<file path="src/rtl/regfile_pkg.sv">
// -----------------------------------------------------------------------------
// regfile_pkg
//   Shared definitions for the multi-port register file.
//   - fsm_state_e : clear-engine state encoding (SWEEP / IDLE)
//   - ZERO_ADDR   : address of the hardwired-zero register
//   - slice_lo()  : low bit index of element idx inside a packed vector
//                   built from width-bit elements
//   Optional feature macro used by the design: REGFILE_BYPASS_EN
// -----------------------------------------------------------------------------
package regfile_pkg;

   typedef enum logic {
      IDLE  = 1'b0,
      SWEEP = 1'b1
   } fsm_state_e;

   localparam int ZERO_ADDR = 0;

   function automatic int slice_lo(input int idx, input int width);
      return idx * width;
   endfunction

endpackage

</file>
<file path="src/rtl/regfile_rdport.sv">
// -----------------------------------------------------------------------------
// regfile_rdport
//   One registered read port of the register file.
//   Build option: REGFILE_BYPASS_EN adds write-to-read forwarding.
//
// Ports:
//   clk       in   clock, rising edge
//   clear_n   in   asynchronous active-low reset
//   busy      in   clear engine sweeping; reads return zero
//   rd_req    in   read request for this port
//   rd_addr   in   read address for this port
//   mem_data  in   combinational array contents at rd_addr
//   wr_en     in   (bypass only) a real array write happens this cycle
//   wr_addr   in   (bypass only) write address
//   wr_data   in   (bypass only) write data
//   rd_data   out  registered read data, held when rd_req=0
//   rd_valid  out  rd_data was updated by the last edge
// -----------------------------------------------------------------------------
module regfile_rdport
   import regfile_pkg::*;
#(
   parameter int AWIDTH = 5,
   parameter int DWIDTH = 16
) (
   input  logic              clk,
   input  logic              clear_n,
   input  logic              busy,
   input  logic              rd_req,
   input  logic [AWIDTH-1:0] rd_addr,
   input  logic [DWIDTH-1:0] mem_data,
`ifdef REGFILE_BYPASS_EN
   input  logic              wr_en,
   input  logic [AWIDTH-1:0] wr_addr,
   input  logic [DWIDTH-1:0] wr_data,
`endif
   output logic [DWIDTH-1:0] rd_data,
   output logic              rd_valid
);

   logic [DWIDTH-1:0] rd_data_q, rd_data_d;
   logic              rd_valid_q, rd_valid_d;

   always_comb begin
      rd_data_d  = rd_data_q;
      rd_valid_d = rd_req;
      if (rd_req) begin
         // Array is logically zero during a sweep, and entry 0 is hardwired.
         if (busy || (rd_addr == AWIDTH'(ZERO_ADDR))) begin
            rd_data_d = '0;
         end
`ifdef REGFILE_BYPASS_EN
         // wr_en already excludes busy and address 0, so only a real write
         // is forwarded.
         else if (wr_en && (wr_addr == rd_addr)) begin
            rd_data_d = wr_data;
         end
`endif
         else begin
            rd_data_d = mem_data;
         end
      end
   end

   always_ff @(posedge clk or negedge clear_n) begin
      if (!clear_n) begin
         rd_data_q  <= '0;
         rd_valid_q <= 1'b0;
      end else begin
         rd_data_q  <= rd_data_d;
         rd_valid_q <= rd_valid_d;
      end
   end

   assign rd_data  = rd_data_q;
   assign rd_valid = rd_valid_q;

endmodule

</file>
<file path="src/rtl/regfile_mp.sv">
// -----------------------------------------------------------------------------
// regfile_mp
//   Parametrised register file with NRD independent registered read ports,
//   one write port, hardwired-zero entry 0 and a sequenced clear engine that
//   zeroes the array after reset and on request.
//   Build option: REGFILE_BYPASS_EN forwards same-cycle writes to reads.
//
// Ports:
//   clk       in   clock, rising edge
//   clear_n   in   asynchronous active-low reset
//   clear     in   one-cycle request to zero the whole array
//   rd_req    in   [NRD]            per-port read request
//   rd_addr   in   [NRD*AWIDTH]     packed read addresses
//   wr_req    in   write enable (ignored while busy)
//   wr_addr   in   [AWIDTH]         write address
//   wr_data   in   [DWIDTH]         write data
//   rd_data   out  [NRD*DWIDTH]     packed registered read data
//   rd_valid  out  [NRD]            per-port read-data-updated flag
//   busy      out  clear engine sweeping
// -----------------------------------------------------------------------------
module regfile_mp
   import regfile_pkg::*;
#(
   parameter int AWIDTH = 5,
   parameter int DWIDTH = 16,
   parameter int NRD    = 2
) (
   input  logic                   clk,
   input  logic                   clear_n,
   input  logic                   clear,
   input  logic [NRD-1:0]         rd_req,
   input  logic [NRD*AWIDTH-1:0]  rd_addr,
   input  logic                   wr_req,
   input  logic [AWIDTH-1:0]      wr_addr,
   input  logic [DWIDTH-1:0]      wr_data,
   output logic [NRD*DWIDTH-1:0]  rd_data,
   output logic [NRD-1:0]         rd_valid,
   output logic                   busy
);

   localparam int DEPTH = 1 << AWIDTH;
   localparam logic [AWIDTH-1:0] LAST_ADDR = AWIDTH'(DEPTH - 1);

   // Storage has no reset; the sweep is what zeroes it.
   logic [DWIDTH-1:0] mem [DEPTH];

   fsm_state_e        state_q, state_d;
   logic [AWIDTH-1:0] ptr_q, ptr_d;

   logic              wr_en;
   logic              mem_we;
   logic [AWIDTH-1:0] mem_waddr;
   logic [DWIDTH-1:0] mem_wdata;

   // ---------------------------------------------------------------------------
   // Clear engine
   // ---------------------------------------------------------------------------
   always_comb begin
      state_d = state_q;
      ptr_d   = ptr_q;
      if (state_q == SWEEP) begin
         if (clear) begin
            ptr_d = '0;                 // a new request restarts the sweep
         end else if (ptr_q == LAST_ADDR) begin
            state_d = IDLE;
            ptr_d   = '0;
         end else begin
            ptr_d = ptr_q + AWIDTH'(1);
         end
      end else if (clear) begin
         state_d = SWEEP;
         ptr_d   = '0;
      end
   end

   always_ff @(posedge clk or negedge clear_n) begin
      if (!clear_n) begin
         state_q <= SWEEP;
         ptr_q   <= '0;
      end else begin
         state_q <= state_d;
         ptr_q   <= ptr_d;
      end
   end

   assign busy = (state_q == SWEEP);

   // ---------------------------------------------------------------------------
   // Array write: the sweep owns the port while busy; a user write is also
   // dropped in the IDLE cycle that samples clear.
   // ---------------------------------------------------------------------------
   assign wr_en     = !busy && !clear && wr_req && (wr_addr != AWIDTH'(ZERO_ADDR));
   assign mem_we    = busy || wr_en;
   assign mem_waddr = busy ? ptr_q : wr_addr;
   assign mem_wdata = busy ? '0    : wr_data;

   always_ff @(posedge clk) begin
      if (mem_we) begin
         mem[mem_waddr] <= mem_wdata;
      end
   end

   // ---------------------------------------------------------------------------
   // Read ports
   // ---------------------------------------------------------------------------
   genvar gi;
   generate
      for (gi = 0; gi < NRD; gi++) begin : g_rd
         logic [AWIDTH-1:0] port_addr;
         logic [DWIDTH-1:0] port_mem_data;

         assign port_addr     = rd_addr[slice_lo(gi, AWIDTH) +: AWIDTH];
         assign port_mem_data = mem[port_addr];

         regfile_rdport #(
            .AWIDTH (AWIDTH),
            .DWIDTH (DWIDTH)
         ) u_rdport (
            .clk      (clk),
            .clear_n  (clear_n),
            .busy     (busy),
            .rd_req   (rd_req[gi]),
            .rd_addr  (port_addr),
            .mem_data (port_mem_data),
`ifdef REGFILE_BYPASS_EN
            .wr_en    (wr_en),
            .wr_addr  (wr_addr),
            .wr_data  (wr_data),
`endif
            .rd_data  (rd_data[slice_lo(gi, DWIDTH) +: DWIDTH]),
            .rd_valid (rd_valid[gi])
         );
      end
   endgenerate

endmodule
</file>
<file path="config.mk">
export PLATFORM = sky130hd
export DESIGN_NAME = regfile_mp
export DESIGN_NICKNAME = d
export VERILOG_FILES = /design/src/rtl/regfile_pkg.sv /design/src/rtl/regfile_rdport.sv /design/src/rtl/regfile_mp.sv
export SDC_FILE = /design/constraint.sdc
export NUM_CORES = 1
export LEC_CHECK = 0
export ABC_AREA = 0
export CORE_UTILIZATION = 33
export CTS_CLUSTER_SIZE = 30
export DETAILED_ROUTE_END_ITERATION = 16
export RECOVER_POWER = 25
export SYNTH_ARGS = -nofsm -noshare
export SYNTH_HDL_FRONTEND = slang
export SYNTH_SLANG_ARGS = --single-unit
</file>
<file path="constraint.sdc">
create_clock -name clk -period 5.6 [get_ports clk]
set_input_delay 1.12 -clock clk [delete_from_list [all_inputs] [get_ports clk]]
set_output_delay 1.12 -clock clk [all_outputs]
set_load 0.01 [all_outputs]
</file>
[Word-level counts from Yosys, hierarchy flattened]
Memory sizes are Yosys's and may differ from the RTL's.
Cells that the tools add are included.
Storage, ports and cells
  memories kept: 1
  output and inout port bits: 35
  register bits after elaboration: 40
  RAM bits: 512
  logic and storage cells: 35
  input port bits: 37
Operators by class
  eq/ne operators: 1
  reduce and logical (&&, ||, !) cells: 12
  $add $sub $neg: 1
  mux-type cells: 14
Memories
  mem: words 32, bits a word 16, rd ports 2, clocked after memory_dff 0, write ports 1, line regfile_mp.sv:45  | logic [DWIDTH-1:0] mem [DEPTH];
Operators by type and width (number)
  16-bit 2-to-1 mux: 3
  5-bit 2-to-1 mux: 5
  5-bit logical NOT: 2
  1-bit 2-to-1 mux: 6
  5-bit by 1-bit adder with 5-bit output, second input constant: 1
  5-bit equality test, second input constant: 1
  5-bit nonzero test: 1
  1-bit logical AND: 3
  1-bit logical OR: 3
  1-bit logical NOT: 2
  2-bit nonzero test: 1

[Depth between registers and ports, before layout]
  depth in word-level cells: 7
  depth in mapped cells: 9
  gate-level depth less buffers: 7

[By module]
Synthesis repeated with hierarchy kept, for this count alone.
Second synthesis, totals
  cell total of the unflattened synthesis: 1873
  area total of the unflattened synthesis: 26625.5 µm²
Modules (own cells, without submodules)
  regfile_mp: times used 1, area an instance 25196.7 µm², sequential area each 15526.1 µm², cells an instance 1761
  regfile_rdport: times used 2, area an instance 714.4 µm², sequential area each 425.4 µm², cells an instance 56

[Worst setup path after synthesis]
No wires, ideal clock.
  path kind: in2reg
  start point: in clear
  end point: mem mem[0][0], enable pin
  data required time: 5.212 ns
  arrival: 2.849 ns
  path buffers: 0
  stages: 4
  setup slack: 2.362 ns
  setup time: 0.388 ns
  path through: or4b_2 > mux2i_1 > nand2_1 > nor2_1
On the way
  word-level cells in the longest chain between the ends: 7
Ends and longest elaborated chain
  from (decl): line regfile_mp.sv:30  | input logic clear,
  1-bit logical NOT: line regfile_mp.sv:92  | assign wr_en = !busy && !clear && wr_req && (wr_addr != AWIDTH'(ZERO_ADDR));
  1-bit logical AND (3 in series): line regfile_mp.sv:92
  1-bit logical OR: line regfile_mp.sv:93  | assign mem_we = busy || wr_en;
  1-bit 2-to-1 mux: line regfile_mp.sv:98  | if (mem_we) begin
  1-bit 2-to-1 mux (not written as such): line regfile_mp.sv:99  | mem[mem_waddr] <= mem_wdata;
  to (decl): line regfile_mp.sv:45
No other way between the ends.

[Worst setup path in the final report]
  start point: reg state_q (netlist: busy)
  end point: out busy
RTL lines
  from (decl): line regfile_mp.sv:47  | fsm_state_e state_q, state_d;
  from (signal assigned): line regfile_mp.sv:81  | state_q <= state_d;
  to (decl): line regfile_mp.sv:38  | output logic busy
No word-level cell between the ends.

==> summary.md <==
The logs give 0.944 for the final RePlAce weighted congestion and 15,300 for the via count of the first global-routing pass. TritonCTS built the clock tree. The floorplan has 102 rows.

Number of pins with negative max-slew slack in the final report: 371. The number of vias per cell is 5.70, and the number of standard cells after synthesis is 1,478. Setup slack on the critical path of the routed design comes to 1650 ps. The clock period could shrink to 3950 ps. Setup repair after global routing left no endpoint under its margin. Leaving out fill and tap cells, the most frequent cell in the layout is sky130_fd_sc_hd__edfxtp_1. The remaining max-slew budget at the tightest pin was -0.972. The min-delay analysis places its worst path in the category flop to flop. The count of warnings emitted by yosys is 0.

The net count after synthesis was 1,517. The reg-to-reg startpoint is busy. Max-cap violation count: 11.

The tools report the number of library cell types mapped by synthesis as 44. The root buffer cell chosen for the clock tree is sky130_fd_sc_hd__clkbuf_16. Detailed placement finished with a half-perimeter wire length of 48,100 um. The initial standard-cell utilization of the core was 0.335. Buffers inserted during clock tree synthesis total 56. The wire length of the first global-routing pass was 109,000 um. The largest net degree at the start of global routing is 84, and the critical path depth is 2. For the final routed database, the setup TNS stands at 0 ps.

The wire length per cell is 28.8 um, and the vertical extent of the die is 282 um. The depth of the most critical reg-to-reg path was 2; the top achievable clock speed was 253 MHz. Timing analysis after detailed placement gives a worst setup slack of 1270 ps. The required time at the endpoint of the critical path was 4480 ps; the remaining global-route overflow was 0. Input and output buffers added on the ports amount to 71. The total setup violations reported at the end of the flow is 0, and the area of the core is 77,600 um2. The share of synthesized registers carrying an async set or reset is 0.0725. The most critical setup path has its endpoint at busy. Together, buffers and inverters on the worst path number 2.

In this run the count of I/O pins placed on the die edge is 72. Counting flops and latches in the post-synthesis netlist gives 552. The capture instance of the worst register-to-register path is mem[11][10]. The ratio of total power to cell area works out to 310 nW/um2. The logs give 75,200 um for the post-detailed-routing wire length and 0 for the number of gates given a new drive strength after cts. The logs give 1,570 for the net count reported at finish and 9.73 nW for the total leakage power. The final route contains 14,900 vias. The sort of element at the end of the critical path is an output pin.

The top cell types in the final layout, fill and taps aside, are sky130_fd_sc_hd__edfxtp_1 (512), sky130_fd_sc_hd__mux4_2 (209), sky130_fd_sc_hd__mux2i_1 (99), sky130_fd_sc_hd__mux2_2 (76), sky130_fd_sc_hd__nand2_1 (62). For this design, the sink count on the clock tree is 552. Each instance of the synthesized netlist takes up on average 17.6 um2. Slowest cell on the critical path: sky130_fd_sc_hd__dfstp_1.

The floorplan step set the die width to 282 um. STA classifies the critical path startpoint as a flop. After synthesis the cells add up to 26,000 um2. The count of nets left with antenna violations once routing finished came out at 0. The share of post-route cells with drive strength above 1 came out at 0.282. Yosys mapped a number of flops with a built-in enable equal to 512. Along the worst path, the maximum fanout reaches 26.

Kind of cell adding the most delay to the critical path: flip-flops. Clock-pin slew of the registers on the worst-case setup and hold paths: 60 ps. The clock passes through at most 3 buffers. For the worst setup path, the data arrival time is 2830 ps. In this run the number of H-tree levels came out at 2.

The signal on the critical path passes through buf_4 > clkdlybuf4s50_1. Number of inserted filler cells in the final layout: 7,133. The run finished, with violations left. The pin slew with the least headroom to its limit is 2950 ps. In the routed design, unresolved DRC markers number 0.

The setup slack on the worst flop-to-flop path is 1660 ps, and the post-route fraction of the period consumed by the critical path is 0.704. The hold violation count in the final report is 0. The critical path is of the flop to output pin type. Before antenna repair, the detailed router went through 5 iterations.

The checks that failed: max-capacitance violations, max-slew violations. The die covers 79,800 um2. The number of antenna diodes in the final layout is 0. The total track usage was 0.191; the post-cts hold buffer count was 0.

Compared with the post-synthesis result, the final layout area differs by 14.1%. Across the VDD grid, the largest voltage drop is 0.000217 V. The sequential cell area fraction in the yosys report is 0.631. The DRC marker count from the first detailed-route iteration was 1,613. The tools report the worst-skew pair later-pin latency as 620 ps. Dominant register cell in the synthesized netlist: sky130_fd_sc_hd__edfxtp_1. The tools report the initial antenna violation count as 4. For this run, the slowest stage of the critical path takes 1190 ps.

The buffer count from post-CTS setup fixing is 0. Launching element of the worst setup path: busy. Final setup skew: 20.4 ps.
[metrics by stage]
stage / instances / hold slack, ps / util / cell area [um2] / power (W)
3_3_place_gp: 2513 / 498 / 0.358 / 27800 / 0.00527
5_1_grt: 2616 / 563 / 0.382 / 29600 / 0.00940
4_1_cts: 2616 / 527 / 0.383 / 29700 / 0.00922
2_1_floorplan: 1478 / 521 / - / 26000 / 0.00504
6_report: 2616 / 526 / 0.382 / 29600 / 0.00918
3_5_place_dp: 2513 / 509 / 0.358 / 27800 / 0.00527
[state kept, by name, indices dropped and copies added, names as in the netlist]
| signal | count |
|---|---|
| mem | 512 |
| g_rd.u_rdport.rd_data | 32 |
| ptr_q | 5 |
| g_rd.u_rdport.rd_valid | 2 |
| busy | 1 |
[how the worst min path moves through the flow]
| stage | from | end | slack (ps) | depth (start not counted) |
|---|---|---|---|---|
| after CTS | g_rd[0].u_rdport.rd_data[10] | g_rd[0].u_rdport.rd_data[10] | 530 | 2 |
| after global placement | g_rd[0].u_rdport.rd_data[5] | g_rd[0].u_rdport.rd_data[5] | 500 | 2 |
| after floorplan | g_rd[1].u_rdport.rd_data[12] | g_rd[1].u_rdport.rd_data[12] | 520 | 2 |
| after global routing | g_rd[0].u_rdport.rd_data[5] | g_rd[0].u_rdport.rd_data[5] | 560 | 2 |
| after detailed placement | g_rd[0].u_rdport.rd_data[10] | g_rd[0].u_rdport.rd_data[10] | 510 | 2 |
| final | g_rd[0].u_rdport.rd_data[5] | g_rd[0].u_rdport.rd_data[5] | 530 | 2 |
[logic make-up after synthesis]
| logic type | count (synthesis) | synth area share |
|---|---|---|
| compound gates | 159 | 0.0421 |
| fa+ha+maj | 2 | 0.000964 |
| buf+inv | 128 | 0.0274 |
| flops | 552 | 0.631 |
| mux | 384 | 0.252 |
| simple gates | 253 | 0.0463 |
[layout make-up]
cell class              instances  area [um2]  share of cell area
flip-flops and latches        552       16400               0.553
well taps                    1040        1300              0.0439
multi-input cells             798        8990               0.303
inverters                      19        71.3             0.00241
clock inverters                33         409              0.0138
repair buffers                104         952              0.0321
clock buffers                  70        1540              0.0518
[tightest hold or removal path: stages (launching register included)]
cell	delay, ps
sky130_fd_sc_hd__dfrtp_1	360
sky130_fd_sc_hd__nand2b_1	80
sky130_fd_sc_hd__o41ai_1	60
[per-layer routing]
layer,vias up,track usage,wire length [um]
met4,2,0.0603,2290
met1,7940,0.254,30400
li1,6202,-,-
met2,629,0.316,36800
met5,-,0,13
met3,138,0.0337,5760
[cell usage after synthesis (all sizes together), types with 25 or more instances]
cell type  number  area share
a211oi         39       0.011
buf            80       0.020
clkbuf         29      0.0042
dfrtp          39       0.038
edfxtp        512        0.59
mux2           76       0.033
mux2i          99       0.038
mux4          209        0.18
nand2          62      0.0090
nor2           75       0.011
nor2b          39      0.0094
nor3           25      0.0048
o22ai          55       0.013
[power by group]
part	leakage (nW)	internal [W]	switching [W]
clock	0.948	0.00239	0.00161
sequential	5.34	0.00449	0.0000198
combinational	3.44	0.000281	0.000392
Power figures use the tool's default switching activity.
